File: config.mk
export PLATFORM = sky130hd
export DESIGN_NAME = sap_control_sequencer
export DESIGN_NICKNAME = d
export VERILOG_FILES = /design/src/rtl/sap_pkg.sv /design/src/rtl/sap_microcode_rom.sv /design/src/rtl/sap_control_sequencer.sv
export SDC_FILE = /design/constraint.sdc
export NUM_CORES = 1
export LEC_CHECK = 0
export BUFFER_PORTS_ARGS = -buffer_cell sky130_fd_sc_hd__clkbuf_2
export CAP_MARGIN = 20
export CORE_AREA = 10 10 47 49
export DETAILED_ROUTE_END_ITERATION = 6
export DIE_AREA = 0 0 57 59
export GPL_TIMING_DRIVEN = 0
export PLACE_DENSITY = 0.68
export SYNTH_ARGS = -nofsm -noshare
export SYNTH_HDL_FRONTEND = slang
export SYNTH_SLANG_ARGS = --single-unit
File: constraint.sdc
create_clock -name clk -period 2.29 [get_ports clk]
set_clock_uncertainty 0.1 [all_clocks]
set_input_delay 0.229 -clock clk [delete_from_list [all_inputs] [get_ports clk]]
set_output_delay 0.229 -clock clk [all_outputs]
set_load 0.02 [all_outputs]
File: src/rtl/sap_pkg.sv
// sap_pkg: shared opcodes, control-bit indices and sequencer state encoding
// Used by sap_microcode_rom and sap_control_sequencer.
package sap_pkg;
   localparam logic [3:0] OP_NOP = 4'h0;
   localparam logic [3:0] OP_LDA = 4'h1;
   localparam logic [3:0] OP_ADD = 4'h2;
   localparam logic [3:0] OP_SUB = 4'h3;
   localparam logic [3:0] OP_STA = 4'h4;
   localparam logic [3:0] OP_LDI = 4'h5;
   localparam logic [3:0] OP_JMP = 4'h6;
   localparam logic [3:0] OP_JC  = 4'h7;
   localparam logic [3:0] OP_JZ  = 4'h8;
   localparam logic [3:0] OP_OUT = 4'hE;
   localparam logic [3:0] OP_HLT = 4'hF;

   localparam int unsigned CTRL_HLT = 15;
   localparam int unsigned CTRL_MI  = 14;
   localparam int unsigned CTRL_RI  = 13;
   localparam int unsigned CTRL_RO  = 12;
   localparam int unsigned CTRL_IO  = 11;
   localparam int unsigned CTRL_II  = 10;
   localparam int unsigned CTRL_AI  = 9;
   localparam int unsigned CTRL_AO  = 8;
   localparam int unsigned CTRL_EO  = 7;
   localparam int unsigned CTRL_SU  = 6;
   localparam int unsigned CTRL_BI  = 5;
   localparam int unsigned CTRL_OI  = 4;
   localparam int unsigned CTRL_CE  = 3;
   localparam int unsigned CTRL_CO  = 2;
   localparam int unsigned CTRL_J   = 1;
   localparam int unsigned CTRL_FI  = 0;

   typedef enum logic [2:0] {
      T0   = 3'd0,
      T1   = 3'd1,
      T2   = 3'd2,
      T3   = 3'd3,
      T4   = 3'd4,
      HALT = 3'd5
   } state_t;

   function automatic logic [15:0] cb(input int unsigned i);
      return 16'h1 << i;
   endfunction
endpackage

File: src/rtl/sap_microcode_rom.sv
// sap_microcode_rom: combinational decode of (state, opcode, flags) -> control word
// Ports: state_i step, opcode_i IR nibble, carry_i/zero_i flags,
//        ctrl_o control word, last_o high on an instruction's final step.
// Macro SAP_JUMP_EN enables JMP/JC/JZ; otherwise they decode as NOP.
module sap_microcode_rom
   import sap_pkg::*;
(
   input  state_t      state_i,
   input  logic [3:0]  opcode_i,
   input  logic        carry_i,
   input  logic        zero_i,
   output logic [15:0] ctrl_o,
   output logic        last_o
);
`ifndef SAP_JUMP_EN
   logic unused_flags;
   assign unused_flags = carry_i ^ zero_i;
`endif
   always_comb begin
      ctrl_o = '0;
      last_o = 1'b1;
      case (state_i)
         T0: begin
            ctrl_o = cb(CTRL_CO) | cb(CTRL_MI);
            last_o = 1'b0;
         end
         T1: begin
            ctrl_o = cb(CTRL_RO) | cb(CTRL_II) | cb(CTRL_CE);
            last_o = 1'b0;
         end
         T2: case (opcode_i)
            OP_LDA, OP_ADD, OP_SUB, OP_STA: begin
               ctrl_o = cb(CTRL_IO) | cb(CTRL_MI);
               last_o = 1'b0;
            end
            OP_LDI: ctrl_o = cb(CTRL_IO) | cb(CTRL_AI);
`ifdef SAP_JUMP_EN
            OP_JMP: ctrl_o = cb(CTRL_IO) | cb(CTRL_J);
            OP_JC:  ctrl_o = carry_i ? (cb(CTRL_IO) | cb(CTRL_J)) : '0;
            OP_JZ:  ctrl_o = zero_i ? (cb(CTRL_IO) | cb(CTRL_J)) : '0;
`endif
            OP_OUT: ctrl_o = cb(CTRL_AO) | cb(CTRL_OI);
            OP_HLT: ctrl_o = cb(CTRL_HLT);
            default: ctrl_o = '0;
         endcase
         T3: case (opcode_i)
            OP_LDA: ctrl_o = cb(CTRL_RO) | cb(CTRL_AI);
            OP_STA: ctrl_o = cb(CTRL_AO) | cb(CTRL_RI);
            OP_ADD, OP_SUB: begin
               ctrl_o = cb(CTRL_RO) | cb(CTRL_BI);
               last_o = 1'b0;
            end
            default: ctrl_o = '0;
         endcase
         T4: ctrl_o = cb(CTRL_EO) | cb(CTRL_AI) | cb(CTRL_FI) | ((opcode_i == OP_SUB) ? cb(CTRL_SU) : '0);
         HALT: begin
            ctrl_o = cb(CTRL_HLT);
            last_o = 1'b0;
         end
         default: ctrl_o = '0;
      endcase
   end
endmodule

File: src/rtl/sap_control_sequencer.sv
// sap_control_sequencer: T-state sequencer for the SAP CPU control unit
// Ports: clk, rst_n (async active-low), en step enable, opcode IR nibble,
//        carry/zero flags, ctrl control word, t_state current step (5=HALT), halted.
// Macro SAP_JUMP_EN (via sap_microcode_rom) enables JMP/JC/JZ.
module sap_control_sequencer
   import sap_pkg::*;
(
   input  logic        clk,
   input  logic        rst_n,
   input  logic        en,
   input  logic [3:0]  opcode,
   input  logic        carry,
   input  logic        zero,
   output logic [15:0] ctrl,
   output logic [2:0]  t_state,
   output logic        halted
);
   state_t state_q, state_d;
   logic   last;

   sap_microcode_rom u_rom (
      .state_i  (state_q),
      .opcode_i (opcode),
      .carry_i  (carry),
      .zero_i   (zero),
      .ctrl_o   (ctrl),
      .last_o   (last)
   );

   always_ff @(posedge clk or negedge rst_n)
      if (!rst_n) state_q <= T0;
      else        state_q <= state_d;

   // HALT is absorbing; only reset leaves it.
   always_comb begin
      state_d = state_q;
      if (en && state_q != HALT)
         state_d = (state_q == T2 && opcode == OP_HLT) ? HALT :
                   last ? T0 : state_t'(state_q + 3'd1);
   end

   assign t_state = state_q;
   assign halted  = (state_q == HALT);
endmodule
* Word-level counts from Yosys, hierarchy flattened *
Cells that the tools add are included.

cells by class
  bitwise gates (word level) = 0
  muxes and demuxes = 9
  reduce and logical (&&, ||, !) cells = 6
  $add $sub $neg = 1
  $lt $le $gt $ge = 0
  eq/ne operators = 13
  shifts and indexed selects = 0
  $mul = 0
  divide/modulo/power cells = 0

operators with widths
  cell                 number
  $pmux 16 s6          1
  $pmux 16 s4          1
  $pmux 14 s3          1
  $eq 4x2->1 const B   2
  $eq 4x3->1 const B   2
  $eq 4x4->1 const B   2
  $mux 7               1
  $eq 3x2->1 const B   2
  $eq 3x3->1 const B   2
  $mux 3               2
  $eq 4x1->1 const B   1
  $reduce_or 4->1      1
  $add 3x1->3 const B  1
  $eq 3x1->1 const B   1
  $logic_not 3->1      1
  $ne 3x3->1 const B   1
  $pmux 1 s3           1
  $reduce_or 3->1      1
  $logic_and 1x1->1    2
  $mux 1               2
  $reduce_or 2->1      1

storage, ports and cells
  RAM bits = 0
  output and inout port bits = 20
  flip-flop bits (word level) = 3
  memories kept = 0
  bits in read-only memories = 0
  latch bits = 0
  logic and storage cells = 30

* Longest topological paths before layout *
Gate-level depths: netlist of run 1.

  depth in word-level cells = 6
  depth in mapped cells = 7
  gate-level depth less buffers = 6

* By module *
Synthesis of run 1 repeated with hierarchy kept, for this count alone.

unflattened totals
  cells, all modules = 64
  area, all modules = 495.5 um^2

by module, submodules not included
  module                 cells each  seq. area each (um^2)  instances  area an instance (um^2)
  sap_microcode_rom      41          0.0                    1          279.0
  sap_control_sequencer  23          75.1                   1          216.5

* Worst setup path after synthesis of run 1 *
Ideal clock, no wire load.

  path type = register to output
  start point = register state_q[0] (netlist: t_state[0])
  end point = output port ctrl[9]
  required time = 1.961 ns
  cell stages (with the launch flop) = 5
  arrival = 1.780 ns
  buffers on the path = 0
  setup slack = 0.181 ns
  cells stage by stage = dfrtp_1 > ha_1 > ha_1 > mux2i_1 > o41ai_1

on the way
  longest elaborated chain between the ends = 2
  elaborated cells on any way between the ends = 7
  classes of those cells = eq/ne (5); mux (1); reduce/logical (1)

ends and longest elaborated chain
  what                                      RTL line                     RTL
  start: declaration                        sap_control_sequencer.sv:18  state_t state_q, state_d;
  start signal: assignment                  sap_control_sequencer.sv:32  else state_q <= state_d;
  $eq 3x3->1, or another cell as far along  sap_microcode_rom.sv:22      case (state_i)
  $pmux 16 s6 *                             sap_microcode_rom.sv:22
  end: declaration                          sap_control_sequencer.sv:14  output logic [15:0] ctrl,

Every way passes the cells marked *; elsewhere a longest branch is shown, timed or not.

* Worst setup path in the final report of run 1 *
  start point = register state_q[0] (netlist: t_state[0])
  end point = output port ctrl[14]

Same word-level chain as after synthesis.

==> results of run 1 <==
## tightest hold or removal path: stages
cell                       delay (ns)
sky130_fd_sc_hd__clkbuf_2        0.10
sky130_fd_sc_hd__nor2_1          0.09
sky130_fd_sc_hd__a211oi_1        0.05
## what timing repair did
action,4_1_cts,5_1_grt
resized for setup,0,1
setup endpoints to repair,0,1
hold buffers,1,0
hold endpoints to repair,3,0
## power groups by stage
stage | combinational, mW | sequential [mW] | clock (mW)
floorplan | 0.431 | 0.132 | 0
global placement | 0.632 | 0.106 | 0
detailed placement | 0.640 | 0.106 | 0
CTS | 0.643 | 0.106 | 0.0983
global route | 0.702 | 0.112 | 0.104
finish | 0.635 | 0.105 | 0.0917
## worst min path at each step
stage	start	to	cells past startpoint
detailed placement	rst_n	t_state[1]	1
global placement	rst_n	t_state[2]	1
finish	en	t_state[2]	3
CTS	en	t_state[2]	3
global route	en	t_state[2]	3
floorplan	rst_n	t_state[0]	0
## through the flow
stage	area (sq um)	worst slack (ns)
4_1_cts	648.1	0.1153
5_1_grt	650.6	0.009435
2_1_floorplan	471.7	0.1814
3_5_place_dp	611.8	0.3714
3_3_place_gp	611.8	0.3695
6_report	650.6	0.1875
## cell families after synthesis
kind of cell	count (synthesis)	synth area share, %
other	1	0.7950
muxes	1	2.122
AOI/OAI and AO/OA	14	25.47
and+or+nand+nor	23	28.65
buffers and inverters	13	13.79
adders and majority gates	5	13.26
DFF	3	15.91
## placed cells by master (no fill, tap or decap), drive strengths merged, types with 3 or more instances in the layout
| cell | n |
|---|---|
| clkbuf | 29 |
| inv | 8 |
| nor2 | 5 |
| ha | 5 |
| nand2 | 4 |
| buf | 4 |
| nor3 | 3 |
| a21oi | 3 |
| dfrtp | 3 |
## metal layers
layer  vias to the layer above  global-route usage [%]  routed length, microns
met5                         -                       0                       0
met3                         0                   3.004                     126
li1                        265                       -                       -
met1                       213                   8.163                     541
met4                         0                   4.027                       0
met2                        16                   12.09                     608
## layout make-up
| cell class | count | area [sq um] |
|---|---|---|
| fillers | 154 | 750.7 |
| multi-input cells | 44 | 334.1 |
| well taps | 16 | 20.02 |
| repair buffers | 25 | 130.1 |
| inverters | 8 | 30.03 |
| flip-flops and latches | 3 | 75.07 |
| plain buffers | 5 | 35.03 |
| clock buffers | 4 | 26.28 |
==> impl_summary.log, run 1 <==
INFO  metric status = finished clean
INFO  metric clock_network_power_share = 11.0%
INFO  metric drt_first_pass_iters = 3
INFO  metric netSwitchingPower = 438.1 uW
INFO  metric crit_path_max_fanout = 6
INFO  metric final.setup.tns = 0 ns
INFO  metric launching_instance_or_port_of_the_critical_path = t_state[0]
INFO  metric ys_dominant_reg_cell = sky130_fd_sc_hd__dfrtp_1
INFO  metric finish.net_count = 104
INFO  metric syn_avg_cell_area = 7.862 sq um
INFO  metric r2r_cells = 6
INFO  metric die-height = 59 microns
INFO  metric synth.top_cells.by_area = sky130_fd_sc_hd__dfrtp_1 (16%), sky130_fd_sc_hd__ha_1 (13%), sky130_fd_sc_hd__buf_4 (6.4%), sky130_fd_sc_hd__inv_1 (6.4%), sky130_fd_sc_hd__a32oi_4 (5.8%)
INFO  metric rr_startpoint = t_state[0]
INFO  metric clk_pin_slew = 0.04 ns
INFO  metric final_antenna_net_count = 0
INFO  metric via_per_inst = 4.705
INFO  metric clock_sink_count = 3
INFO  metric critPathTopFamily = simple AND/OR/NAND/NOR gates
INFO  metric clkLatencyLatePin = 0.23 ns
INFO  metric rr_endpoint = t_state[0]
INFO  metric synth_largest_type_area_fraction = 15.92%
INFO  metric internal-power = 394.1 uW
INFO  metric grt_pass1_vias = 494
INFO  metric share_of_total_power_consumed_by_net_switching = 52.64%
INFO  metric worstSetupEndpointType = output pin
INFO  metric die_area = 3363 sq um
INFO  metric die_width = 57 microns
INFO  metric finalSetupViolations = 0
INFO  metric critical_path_depth = 6
INFO  metric synth.yosys.warnings = 0
INFO  metric f_max = 475.6 MHz
INFO  metric placed_cells_incl_taps = 100
INFO  metric number_of_antenna_violations_at_the_first_check_in_global_routing = 0
INFO  metric detailed_place_hpwl = 1083 microns
INFO  metric worstHoldPathType = in -> reg
INFO  metric floorplan.initialDensity = 33.66%
INFO  metric post_synth_inst_count = 60
INFO  metric final_layout_size_suffix_gt1_share = 46.07%
INFO  metric rsz0062_at_grt = false
INFO  metric grt_max_degree = 10
INFO  metric wire_length_of_the_first_global_routing_pass = 2104 microns
INFO  metric pwr_density_cell = 1279 nW/um^2
INFO  metric endpoint = ctrl[14]
INFO  metric max_cap_violations = 0
INFO  metric critical_path.slowest_cell = sky130_fd_sc_hd__dfrtp_1
INFO  metric cp.required = 1.96 ns
INFO  metric synth_area_leader_cell = sky130_fd_sc_hd__dfrtp_1
INFO  metric critPathKind = reg -> out
INFO  metric clock_tree.root_cell = sky130_fd_sc_hd__clkbuf_4
INFO  metric cts.repair_timing.setup_buffer_count = 0
INFO  metric syn-cell-area = 471.7 sq um
INFO  metric routed_wl = 1275 microns
INFO  metric std_cell_rows = 14
INFO  metric layout.cells.non_filler = 105
INFO  metric most_frequent_cell_after_synthesis = sky130_fd_sc_hd__inv_1
INFO  metric post-route-period-util = 91.81%
INFO  metric synth_edf_count = 0
INFO  metric holdWs = 0.1882 ns
INFO  metric critPathBufInv = 2
INFO  metric synth_cell_type_count = 30
INFO  metric number_of_pins_exceeding_their_max_slew_limit_in_the_final_report = 0
INFO  metric synth-async-reset-ratio = 100.0%
INFO  metric r2r_slack = 0.52 ns
INFO  metric total_leakage_power = 0.3700 nW
INFO  metric synthToLayoutAreaGrowth = 37.93%
INFO  metric max_reg_flops = 3
INFO  metric globalplace.congestion = 0.8250
INFO  metric synthTopCellsByCount = sky130_fd_sc_hd__inv_1 (8), sky130_fd_sc_hd__ha_1 (5), sky130_fd_sc_hd__nor2_1 (5)
INFO  metric synth-seq-cells = 3
INFO  metric syn-num-nets = 74
INFO  metric layout.core_utilization = 46.43%
INFO  metric crit_path_start_kind = flip-flop
INFO  metric via_count = 494
INFO  metric drc_errors = 0
INFO  metric critPathMaxStageDelay = 0.43 ns
INFO  metric cts_max_path_buffers = 2
INFO  metric cell_by_cell_trace_of_the_critical_path = inv_1, ha_1, nand2b_1, or3_1, o21ai_0, clkbuf_2
INFO  metric timing.critical_path.arrival = 1.77 ns
INFO  metric timing.final.crit_period = 2.102 ns
INFO  metric wl_per_cell = 12.14 microns
INFO  metric htreeDepth = 1
INFO  metric numCtsBuffers = 3
INFO  metric power_frac_comb = 76.3%
INFO  metric io_count = 29
INFO  metric core_area = 1401 sq um
INFO  metric grt_use_total = 7.462%
INFO  metric report.power.total = 832.2 uW
INFO  metric ir_worst_vdd = 0.5531 mV
INFO  metric drt_iter0_drc = 8
INFO  metric finalHoldViolCount = 0
INFO  metric port-buffer-count = 24
INFO  metric power.share.sequential = 12.6%
INFO  metric clock_tree_from_tritoncts = yes
INFO  metric antenna_cells_inserted = 0
INFO  metric seq_area_frac_synth = 15.92%
INFO  metric grt_overflow_total = 0
Note: power is estimated with default switching activity, not from simulation.
==> inputs of run 2 (changes only) <==
--- a/config.mk
+++ b/config.mk
@@ -12,6 +12,7 @@
 export DIE_AREA = 0 0 57 59
 export GPL_TIMING_DRIVEN = 0
 export PLACE_DENSITY = 0.68
+export RECOVER_POWER = 50
 export SYNTH_ARGS = -nofsm -noshare
 export SYNTH_HDL_FRONTEND = slang
 export SYNTH_SLANG_ARGS = --single-unit
==> run 2 against run 1 <==
Compared with the run above:
- power is 1.9% lower
- wire length grew 0.39%
- count of clock-buffer cells in the layout stayed put
- global-route usage stayed put
- setup slack better by 0.00058 ns
==> impl_summary.log, run 2 (synthesis results as in run 1) <==
INFO  metric critPathKind = reg -> out
INFO  metric post-route-period-util = 91.79%
INFO  metric floorplan.initialDensity = 33.66%
INFO  metric via_per_inst = 4.695
INFO  metric clock_network_power_share = 11.2%
INFO  metric finalHoldViolCount = 0
INFO  metric synthToLayoutAreaGrowth = 35.28%
INFO  metric drc_errors = 0
INFO  metric routed_wl = 1280 microns
INFO  metric worstSetupEndpointType = output pin
INFO  metric number_of_antenna_violations_at_the_first_check_in_global_routing = 0
INFO  metric core_area = 1401 sq um
INFO  metric final_common_cell = sky130_fd_sc_hd__clkbuf_2
INFO  metric status = finished clean
INFO  metric rr_startpoint = t_state[0]
INFO  metric via_count = 493
INFO  metric grt_use_total = 7.462%
INFO  metric total_leakage_power = 0.3416 nW
INFO  metric final_critical_path_setup_slack = 0.1881 ns
INFO  metric crit_path_start_kind = flip-flop
INFO  metric worst_hold_startpoint = en
INFO  metric finish.net_count = 104
INFO  metric crit_path_max_fanout = 6
INFO  metric globalplace.congestion = 0.8250
INFO  metric port-buffer-count = 24
INFO  metric pwr_density_cell = 1280 nW/um^2
INFO  metric launching_instance_or_port_of_the_critical_path = t_state[0]
INFO  metric grt_max_degree = 10
INFO  metric preCtsSetupSlack = 0.3714 ns
INFO  metric timing.final.crit_period = 2.102 ns
INFO  metric die_width = 57 microns
INFO  metric wire_length_of_the_first_global_routing_pass = 2104 microns
INFO  metric die_area = 3363 sq um
INFO  metric power.share.sequential = 12.8%
INFO  metric power_frac_comb = 75.9%
INFO  metric grt_overflow_total = 0
INFO  metric f_max = 475.8 MHz
INFO  metric timing.critical_path.arrival = 1.77 ns
INFO  metric grt_pass1_vias = 494
INFO  metric final_antenna_net_count = 0
INFO  metric die-height = 59 microns
INFO  metric io_count = 29
INFO  metric internal-power = 378.0 uW
INFO  metric rsz0062_at_grt = false
INFO  metric max_reg_flops = 3
INFO  metric numCtsBuffers = 3
INFO  metric std_cell_rows = 14
INFO  metric clk_pin_slew = 0.04 ns
INFO  metric clock_sink_count = 3
INFO  metric detailed_place_hpwl = 1083 microns
INFO  metric clock_tree_from_tritoncts = yes
INFO  metric clkLatencyLatePin = 0.23 ns
INFO  metric final_layout_size_suffix_gt1_share = 34.83%
INFO  metric holdWs = 0.1881 ns
INFO  metric clock_tree.root_cell = sky130_fd_sc_hd__clkbuf_4
INFO  metric htreeDepth = 1
INFO  metric cp.required = 1.96 ns
INFO  metric drt_first_pass_iters = 3
INFO  metric layout.cells.most_common_list = sky130_fd_sc_hd__clkbuf_2 (16), sky130_fd_sc_hd__clkbuf_1 (10), sky130_fd_sc_hd__inv_1 (8)
INFO  metric antenna_cells_inserted = 0
INFO  metric max_cap_violations = 0
INFO  metric final.setup.tns = 0 ns
INFO  metric drt_iter0_drc = 8
INFO  metric number_of_pins_exceeding_their_max_slew_limit_in_the_final_report = 0
INFO  metric netSwitchingPower = 438.6 uW
INFO  metric share_of_total_power_consumed_by_net_switching = 53.71%
INFO  metric wl_per_cell = 12.19 microns
INFO  metric worstHoldPathType = in -> reg
INFO  metric layout.cells.non_filler = 105
INFO  metric finalSetupViolations = 0
INFO  metric placed_cells_incl_taps = 100
INFO  metric cts_max_path_buffers = 2
INFO  metric ir_worst_vdd = 0.5356 mV
==> run 2: cell types whose count changed in the layout (fill, tap and decap cells not counted) <==
cell,before,now
sky130_fd_sc_hd__and2b_2,1,0
sky130_fd_sc_hd__clkbuf_2,25,16
sky130_fd_sc_hd__and2b_1,0,1
sky130_fd_sc_hd__clkbuf_1,1,10
==> run 2: area by class of cell <==
cell class,instances,area [sq um]
fill,157,763.2
multi-input combinational,44,332.8
timing repair buffer,25,118.9
sequential,3,75.07
buffer,5,35.03
inverter,8,30.03
clock buffer,4,26.28
tap,16,20.02
==> run 2: critical path: stages, from the launching register on <==
cell and delay (ns):
sky130_fd_sc_hd__dfrtp_1 0.43, sky130_fd_sc_hd__inv_1 0.10, sky130_fd_sc_hd__ha_1 0.17, sky130_fd_sc_hd__nand2b_1 0.11, sky130_fd_sc_hd__or3_1 0.37, sky130_fd_sc_hd__o21ai_0 0.17
sky130_fd_sc_hd__clkbuf_2 0.19
==> run 2: power groups by stage <==
stage / registers [mW] / logic (mW) / clock network, mW
finish: 0.105 / 0.620 / 0.0917
global route: 0.112 / 0.686 / 0.104
CTS: 0.106 / 0.643 / 0.0983
detailed placement: 0.106 / 0.640 / 0
global placement: 0.106 / 0.632 / 0
floorplan: 0.132 / 0.431 / 0
==> run 2: metal layers <==
metal  vias to the layer above  track usage (%)  part of all wire, %
met2                        16            12.09                   48
met1                       212            8.163                   43
met3                         0            3.004                  9.8
met4                         0            4.027                    0
met5                         -                0                    0
li1                        265                -                    -
==> run 2: worst paths after layout <==
check,depth (start not counted),end,slack [ns]
max reg2reg,6,t_state[0],0.52
min reg2reg,2,t_state[1],0.45
max in group asynchronous,2,t_state[2],1.70
max,6,ctrl[14],0.19
min,3,t_state[2],0.19
min in group asynchronous,2,t_state[0],0.24
==> run 2: what timing repair did <==
item / in CTS / in global routing
resized for setup: 0 / 1
hold buffers: 1 / 0
setup buffers: 0 / 0
hold endpoints to repair: 3 / 0
endpoints found under the setup margin: 0 / 1
==> run 2: stage by stage <==
stage	total power [mW]	utilization, %	cell area [sq um]
CTS	0.8470	46.25	648.1
finish	0.8167	45.54	638.1
global route	0.9021	45.54	638.1
floorplan	0.5634	-	471.7
detailed placement	0.7457	43.66	611.8
global placement	0.7384	43.66	611.8
